<file path="src/rtl/popcount_seq_if.sv">
// popcount_seq_if: request/response bundle for popcount_seq.
//   Request side : in_valid_i / in_ready_o / data_i
//   Response side: out_valid_o / out_ready_i / count_o
//   Status       : busy_o
// Optional macro POPCOUNT_SEQ_THRESH_EN adds thresh_i / above_o.
interface popcount_seq_if #(
    parameter int DATA_W = 32,
    parameter int CNT_W  = $clog2(DATA_W + 1)
);
    logic              in_valid_i;
    logic              in_ready_o;
    logic [DATA_W-1:0] data_i;
    logic              out_valid_o;
    logic              out_ready_i;
    logic [CNT_W-1:0]  count_o;
    logic              busy_o;
`ifdef POPCOUNT_SEQ_THRESH_EN
    logic [CNT_W-1:0]  thresh_i;
    logic              above_o;
`endif

    // Requester side
    modport master (
        output in_valid_i,
        output data_i,
        output out_ready_i,
        input  in_ready_o,
        input  out_valid_o,
        input  count_o,
        input  busy_o
`ifdef POPCOUNT_SEQ_THRESH_EN
        ,
        output thresh_i,
        input  above_o
`endif
    );

    // Counter side
    modport slave (
        input  in_valid_i,
        input  data_i,
        input  out_ready_i,
        output in_ready_o,
        output out_valid_o,
        output count_o,
        output busy_o
`ifdef POPCOUNT_SEQ_THRESH_EN
        ,
        input  thresh_i,
        output above_o
`endif
    );
endinterface

</file>
<file path="src/rtl/popcount_seq.sv">
// popcount_seq: multi-cycle population counter.
// A DATA_W-bit vector is latched, split into WORDLEN-bit chunks, and the
// chunks are counted one per cycle on a single bitcount datapath. The total
// is returned over a valid/ready handshake.
// Optional macro POPCOUNT_SEQ_THRESH_EN adds a combinational count >= thresh
// flag (above_o); counting behaviour is the same in both builds.
module popcount_seq #(
    parameter int DATA_W  = 32,
    parameter int WORDLEN = 7
) (
    input  logic          clk_i,
    input  logic          rst_ni,
    popcount_seq_if.slave bus
);
    localparam int NCHUNK = (DATA_W + WORDLEN - 1) / WORDLEN;
    localparam int CNT_W  = $clog2(DATA_W + 1);
    localparam int IDX_W  = $clog2(NCHUNK + 1);
    localparam int PC_W   = $clog2(WORDLEN + 1);
    localparam int PAD_W  = NCHUNK * WORDLEN;
    // Chunk table is sized to the full index range so any idx value is in bounds
    localparam int NSLOT  = 2 ** IDX_W;

    localparam logic [1:0] IDLE = 2'd0;
    localparam logic [1:0] RUN  = 2'd1;
    localparam logic [1:0] DONE = 2'd2;

    logic [1:0]        state_reg, state_next;
    logic [DATA_W-1:0] data_reg, data_next;
    logic [IDX_W-1:0]  idx_reg, idx_next;
    logic [CNT_W-1:0]  acc_reg, acc_next;
    logic [CNT_W-1:0]  count_reg, count_next;

    logic [PAD_W-1:0]   data_pad;
    logic [WORDLEN-1:0] chunk_arr [NSLOT];
    logic [WORDLEN-1:0] chunk;
    logic [PC_W-1:0]    chunk_cnt;
    logic [CNT_W-1:0]   acc_sum;
    logic               last_chunk;
    logic               accept;
    logic               release_out;

    // Zero-extend the latched vector to a whole number of chunks so padding never counts
    always_comb begin
        data_pad               = '0;
        data_pad[DATA_W-1:0]   = data_reg;
    end

    // Slice the padded vector into chunks; unused slots read as zero
    generate
        for (genvar gi = 0; gi < NSLOT; gi++) begin : g_chunk
            if (gi < NCHUNK) begin : g_real
                assign chunk_arr[gi] = data_pad[gi*WORDLEN +: WORDLEN];
            end else begin : g_zero
                assign chunk_arr[gi] = '0;
            end
        end
    endgenerate

    // Shared bitcount datapath: count the chunk selected by idx and add to acc
    always_comb begin
        chunk     = chunk_arr[idx_reg];
        chunk_cnt = '0;
        for (int b = 0; b < WORDLEN; b++) begin
            chunk_cnt = chunk_cnt + PC_W'(chunk[b]);
        end
        acc_sum = acc_reg + CNT_W'(chunk_cnt);
    end

    assign last_chunk  = (idx_reg == IDX_W'(NCHUNK - 1));
    assign accept      = (state_reg == IDLE) && bus.in_valid_i;
    assign release_out = (state_reg == DONE) && bus.out_ready_i;

    // Next-state logic for IDLE -> RUN -> DONE -> IDLE
    always_comb begin
        state_next = state_reg;
        data_next  = data_reg;
        idx_next   = idx_reg;
        acc_next   = acc_reg;
        count_next = count_reg;
        case (state_reg)
            IDLE: begin
                if (accept) begin
                    data_next  = bus.data_i;
                    idx_next   = '0;
                    acc_next   = '0;
                    state_next = RUN;
                end
            end
            RUN: begin
                acc_next = acc_sum;
                idx_next = idx_reg + IDX_W'(1);
                if (last_chunk) begin
                    count_next = acc_sum;
                    state_next = DONE;
                end
            end
            DONE: begin
                // count stays loaded after the handshake until the next job finishes
                if (release_out) begin
                    state_next = IDLE;
                end
            end
            default: begin
                state_next = IDLE;
            end
        endcase
    end

    // State registers with synchronous active-low reset; reset aborts any job
    always_ff @(posedge clk_i) begin
        if (!rst_ni) begin
            state_reg <= IDLE;
            data_reg  <= '0;
            idx_reg   <= '0;
            acc_reg   <= '0;
            count_reg <= '0;
        end else begin
            state_reg <= state_next;
            data_reg  <= data_next;
            idx_reg   <= idx_next;
            acc_reg   <= acc_next;
            count_reg <= count_next;
        end
    end

    assign bus.in_ready_o  = (state_reg == IDLE);
    assign bus.out_valid_o = (state_reg == DONE);
    assign bus.busy_o      = (state_reg != IDLE);
    assign bus.count_o     = count_reg;

`ifdef POPCOUNT_SEQ_THRESH_EN
    // Threshold flag, only meaningful while a result is being offered
    assign bus.above_o = (state_reg == DONE) && (count_reg >= bus.thresh_i);
`endif
endmodule

</file>
<file path="src/flat_wrapper.sv">
// flat-port wrapper written by rule: the top's interface ports become plain ports
module popcount_seq_flat 
#(
    parameter int DATA_W  = 32,
    parameter int WORDLEN = 7
)
  (clk_i, rst_ni, bus_in_valid_i, bus_data_i, bus_out_ready_i, bus_in_ready_o, bus_out_valid_o, bus_count_o, bus_busy_o);
  popcount_seq_if #(.DATA_W(DATA_W), .CNT_W(($clog2(DATA_W + 1)))) bus_i ();
  input  logic clk_i;
  input  logic rst_ni;
  input wire logic [$bits(bus_i.in_valid_i)-1:0] bus_in_valid_i;
  input wire logic [$bits(bus_i.data_i)-1:0] bus_data_i;
  input wire logic [$bits(bus_i.out_ready_i)-1:0] bus_out_ready_i;
  output wire logic [$bits(bus_i.in_ready_o)-1:0] bus_in_ready_o;
  output wire logic [$bits(bus_i.out_valid_o)-1:0] bus_out_valid_o;
  output wire logic [$bits(bus_i.count_o)-1:0] bus_count_o;
  output wire logic [$bits(bus_i.busy_o)-1:0] bus_busy_o;
  assign bus_i.in_valid_i = bus_in_valid_i;
  assign bus_i.data_i = bus_data_i;
  assign bus_i.out_ready_i = bus_out_ready_i;
  assign bus_in_ready_o = bus_i.in_ready_o;
  assign bus_out_valid_o = bus_i.out_valid_o;
  assign bus_count_o = bus_i.count_o;
  assign bus_busy_o = bus_i.busy_o;
  popcount_seq #(.DATA_W(DATA_W), .WORDLEN(WORDLEN)) u_core (.clk_i(clk_i), .rst_ni(rst_ni), .bus(bus_i));
endmodule
</file>
<file path="config.mk">
export PLATFORM = sky130hd
export DESIGN_NAME = popcount_seq_flat
export DESIGN_NICKNAME = d
export VERILOG_FILES = /design/src/rtl/popcount_seq_if.sv /design/src/rtl/popcount_seq.sv /design/src/flat_wrapper.sv
export SDC_FILE = /design/constraint.sdc
export NUM_CORES = 1
export LEC_CHECK = 0
export CORE_ASPECT_RATIO = 0.6
export CORE_MARGIN = 2
export CORE_UTILIZATION = 55
export DETAILED_ROUTE_END_ITERATION = 16
export GPL_ROUTABILITY_DRIVEN = 0
export GPL_TIMING_DRIVEN = 0
export HOLD_SLACK_MARGIN = 0.02
export PLACE_DENSITY = 0.89
export SLEW_MARGIN = 20
export SYNTH_ARGS = -nofsm -noshare
export SYNTH_HDL_FRONTEND = slang
export SYNTH_SLANG_ARGS = --single-unit
</file>
<file path="constraint.sdc">
create_clock -name clk_i -period 9.51 [get_ports clk_i]
set_input_delay 0.951 -clock clk_i [delete_from_list [all_inputs] [get_ports clk_i]]
set_output_delay 0.951 -clock clk_i [all_outputs]
set_load 0.01 [all_outputs]
</file>
* Word level (Yosys, flattened, before mapping)
Cells that the tools add are included.
** Storage, ports and cells
- Flip-flop bits (word level) :: 49
- Bits of input ports :: 36
- Output and inout port bits :: 9
- Logic and storage cells :: 41
** Cells by class
- $add $sub $neg :: 8
- Order comparisons :: 1
- Equality and inequality tests :: 6
- Muxes and demuxes :: 11
- Bitwise operators :: 1
- Reductions and logical operators :: 9
** Operator list (count)
- $bmux W7 S3 :: 1
- $add A3 B1 Y3 :: 5
- $mux W7 :: 2
- $pmux W6 S2 :: 1
- $add A6 B3 Y6 :: 1
- $mux W2 :: 3
- $mux W6 :: 1
- $ne A2 B1 Y1 const B :: 3
- $pmux W2 S3 :: 1
- $pmux W3 S2 :: 1
- $reduce_and A2 Y1 :: 3
- $ge A4 B4 Y1 const B :: 1
- $not A3 Y4 :: 1
- $reduce_bool A2 Y1 :: 2
- $add A3 B1 Y3 const B :: 1
- $eq A3 B3 Y1 const B :: 1
- $mux W3 :: 1
- $reduce_and A3 Y1 :: 1
- $add A1 B1 Y2 :: 1
- $eq A2 B1 Y1 const B :: 1
- $eq A2 B2 Y1 const B :: 1
- $logic_and A1 B1 Y1 :: 2
- $logic_not A2 Y1 :: 1

* Depth between registers and ports, before layout
- Depth in word-level cells :: 12
- Gate-level depth with buffers :: 17

* Worst setup path before layout
Ideal clock, no wire load.
- Path type :: reg-to-reg
- From :: register u_core.idx_reg[0]
- To :: register u_core.acc_reg[5]
- Arrival time :: 4.177 ns
- Data required time :: 9.390 ns
- Setup slack :: 5.213 ns
- Stages on the path, launching flop included :: 18
- Buffers on the path :: 1
- Clock period less this slack :: 4.297 ns
- Cells stage by stage :: dfxtp_1 > buf_6 > mux4_1 > inv_1 > o21ai_0 > ha_1 > inv_1 > fa_1 > inv_1 > fa_1 > ha_1 > fa_1 > xor2_1 > ha_1 > or2_2 > nand4_1 > mux2i_1 > a21oi_1
** Between the ends
- Word-level cells in the longest chain between the ends :: 12
** Ends and longest elaborated chain
- from (decl) :: RTL line popcount_seq.sv:29 : logic [IDX_W-1:0] idx_reg, idx_next;
- from (signal assigned) :: RTL line popcount_seq.sv:120 : idx_reg <= idx_next;
- $not A3 Y4 (not written as such) (*) :: RTL line popcount_seq.sv:61 : chunk = chunk_arr[idx_reg];
- $bmux W7 S3 (*) :: RTL line popcount_seq.sv:61
- $mux W7 (not written as such) (*) (2 in series) :: RTL line popcount_seq.sv:61
- $add A1 B1 Y2 :: RTL line popcount_seq.sv:64 : chunk_cnt = chunk_cnt + PC_W'(chunk[b]);
- $add A3 B1 Y3 (4 in series) :: RTL line popcount_seq.sv:64
- $add A3 B1 Y3 (*) :: RTL line popcount_seq.sv:64
- $add A6 B3 Y6 (*) :: RTL line popcount_seq.sv:66 : acc_sum = acc_reg + CNT_W'(chunk_cnt);
- $pmux W6 S2 (*) :: RTL line popcount_seq.sv:80 : case (state_reg)
- to (signal assigned) :: RTL line popcount_seq.sv:121 : acc_reg <= acc_next;
- to (decl) :: RTL line popcount_seq.sv:30 : logic [CNT_W-1:0] acc_reg, acc_next;
Every way passes the cells marked *; elsewhere a longest branch is shown, timed or not. The select of a mux whose other input is x is not followed.
A chain may end at the register's enable or synchronous reset.

* Worst setup path after layout
- From :: register u_core.idx_reg[0]
- To :: register u_core.acc_reg[4]
Same word-level chain as after synthesis.

==> out/metrics.csv <==
stage,metric,value,unit
grt,antenna_found_initial,0,
yosys,ys_seq_area_frac,0.418,
cells_and_area,drive_gt1_frac,0.0736,
timing,rsz0062_at_grt,false,
place,hpwlAfterDp,4.04,mm
timing,tns,0,ns
setup_path,crit_arrival,4.98,ns
setup_path,start_kind,register,
floorplanning,coreArea,0.00410,mm2
pwr,power_frac_clock,0.365,
cells_and_area,final_area,0.00299,mm2
cells_and_area,final_util,0.728,
floorplanning,die_w,88.3,um
cells_and_area,nets,373,
cells_and_area,largest_reg_flops,32,
floorplanning,rows,18,
timing,drv_slew,0,
clock_tree,clk_pin_slew_worst_paths,0.09,ns
cells_and_area,layout_common_cells,"73 x nand2_1, 49 x dfxtp_1, 43 x clkdlybuf4s50_1, 41 x a21oi_1, 13 x inv_1",
yosys,netlist_instances,275,
detailed_routing,via_per_inst,5.30,
yosys,synth_fp_nets,323,
floorplanning,die_area,0.00482,mm2
timing,min_period,4.77,ns
pwr,peakVddDrop,0.0870,mV
timing,fmax,209,MHz
grt,grt_usage,0.248,
detailed_routing,remaining_drc_errors,0,
pwr,pwr-share-comb,0.175,
cells_and_area,syn_to_final_growth,27.3,%
clock_tree,cts_resized,0,
yosys,synth_cell_types,33,
setup_path,critical_path.endpoint_type,register,
floorplanning,start_util,0.572,
timing,period_share,0.502,
pwr,seqPwrFrac,0.460,
setup_path,max_stage_delay,0.59,ns
grt,grt_pass1_vias,1852,
clock_tree,clk_latency,0.31,ns
setup_path,worstPathBufferInverterCount,5,
outcome,status,"complete, no violations",
setup_path,cp_max_fo,10,
yosys,synth-edff-count,0,
setup_path,critPathKind,reg2reg,
worst_hold_path,hold_class,reg2reg,
place,place_ws,4.85,ns
timing,fin_skew,0.00414,ns
place,dp.cells,378,
yosys,yosysWarnings,0,
pwr,leakage,1.20,nW
timing,finalWorstSetupSlack,4.74,ns
place,numPortBuffers,43,
clock_tree,numClockSinks,49,
timing,final-hold-violation-count,0,
yosys,netlist_area,0.00235,mm2
timing,setup_viol,0,
floorplanning,ios,45,
place,dpl_cell_area,0.00285,mm2
cells_and_area,final_common_cell,nand2_1,
cells_and_area,diodes,0,
pwr,p_per_area,162,mW/mm2
detailed_routing,ant_nets,0,
yosys,async_flop_share,0,
detailed_routing,num_vias,2047,
pwr,p_sw_frac,0.252,
clock_tree,cts_buffer_depth,2,
cells_and_area,fin_cells,386,
clock_tree,cts_hold_buffers,0,
clock_tree,cts_tree,built,
detailed_routing,routedWlPerCell,14.2,um
yosys,ys.flop_type,dfxtp_1,
detailed_routing,drtIter0Drc,164,
timing,worst_pin_slew,0.502,ns
pwr,power_switching,0.000121,W
yosys,avgSynthCellArea,8.53,um2
setup_path,crit_family,adder cells,
grt,grt_pass1_wl,8.59,mm
floorplanning,die_h,54.6,um
grt,grt_overflow,0,
pwr,p_int,0.000361,W
detailed_routing,wl,5.50,mm
detailed_routing,drtPass1Iterations,5,
timing,relSlewSlack,0.666,
clock_tree,cts_max_level,2,
grt,grt_max_degree,16,
flow_run,maxCapViolCount,0,
setup_path,slowest_stage,mux4_1,
setup_path,path_cells,"buf_6, mux4_1, inv_1, o21ai_0, ha_1, inv_1, fa_1, inv_1, fa_1, ha_1, fa_1, inv_1, fa_1, nor2b_1, o21ai_0, xor2_1, o32ai_1",
clock_tree,cts_buffers,5,
yosys,ys_ff_latch,49,
clock_tree,cts_setup_buffers,0,
clock_tree,root_buffer,clkbuf_8,
setup_path,crit_required,9.72,ns
[layer usage]
layer	routed length [um]	vias to the layer above	GRT usage
met5	0	-	0
met1	2630	927	0.343
met4	70	0	0.0707
met3	474	12	0.0905
li1	-	1021	-
met2	2330	87	0.367
[final cells by class]
| type | count | area (um2) |
|---|---|---|
| fillers | 315 | 1110 |
| multi-input cells | 192 | 1200 |
| repair buffers | 43 | 430 |
| plain buffers | 20 | 115 |
| flip-flops and latches | 49 | 981 |
| inverters | 14 | 52.6 |
| well taps | 60 | 75.1 |
| clock inverters | 3 | 65.1 |
| clock buffers | 5 | 68.8 |
[power by group through the flow]
stage                     Combinational [W]  Clock [W]  Sequential, W
after floorplan                   0.0000523          0       0.000224
after global placement            0.0000788          0       0.000226
after detailed placement          0.0000823          0       0.000226
after CTS                         0.0000845   0.000175       0.000222
after global routing              0.0000934   0.000185       0.000223
final                             0.0000842   0.000176       0.000222
[through the flow]
stage / hold WS, ns / power [W]
6_report: 0.459 / 0.000482
4_1_cts: 0.458 / 0.000481
3_5_place_dp: 0.446 / 0.000309
5_1_grt: 0.478 / 0.000502
2_1_floorplan: 0.432 / 0.000276
3_3_place_gp: 0.439 / 0.000305
[logic make-up after synthesis]
kind of cell             share of synthesized area
flip-flops                                   0.418
AND/OR/NAND/NOR                              0.205
multiplexers                                0.0896
buffers and inverters                       0.0715
XOR/XNOR                                    0.0187
AO/OA/AOI/OAI                                0.120
adder cells (fa/ha/maj)                     0.0768
[worst paths after layout]
kind,slack [ns],endpoint,cells past startpoint,from
max,4.74,u_core.acc_reg[4],17,u_core.idx_reg[0]
min reg2reg,0.46,u_core.data_reg[17],2,u_core.data_reg[17]
max reg2reg,4.74,u_core.acc_reg[4],17,u_core.idx_reg[0]
min,0.46,u_core.data_reg[17],2,u_core.data_reg[17]
[tightest hold or removal path, stage by stage, from the launching register on]
cell and delay (ns):
dfxtp_1 0.32, nand2_1 0.05, a21oi_1 0.05
[cell usage after synthesis, types with 5 or more instances]
master / n / area share
nand2_1: 73 / 0.12
nand3_1: 10 / 0.021
mux4_1: 6 / 0.067
ha_1: 8 / 0.043
nor2b_1: 6 / 0.016
clkbuf_1: 8 / 0.013
inv_1: 13 / 0.021
o21ai_0: 6 / 0.013
buf_4: 5 / 0.016
nor2_1: 10 / 0.016
dfxtp_1: 49 / 0.42
a21oi_1: 41 / 0.087
No activity file was read; power rests on OpenSTA's default activity.
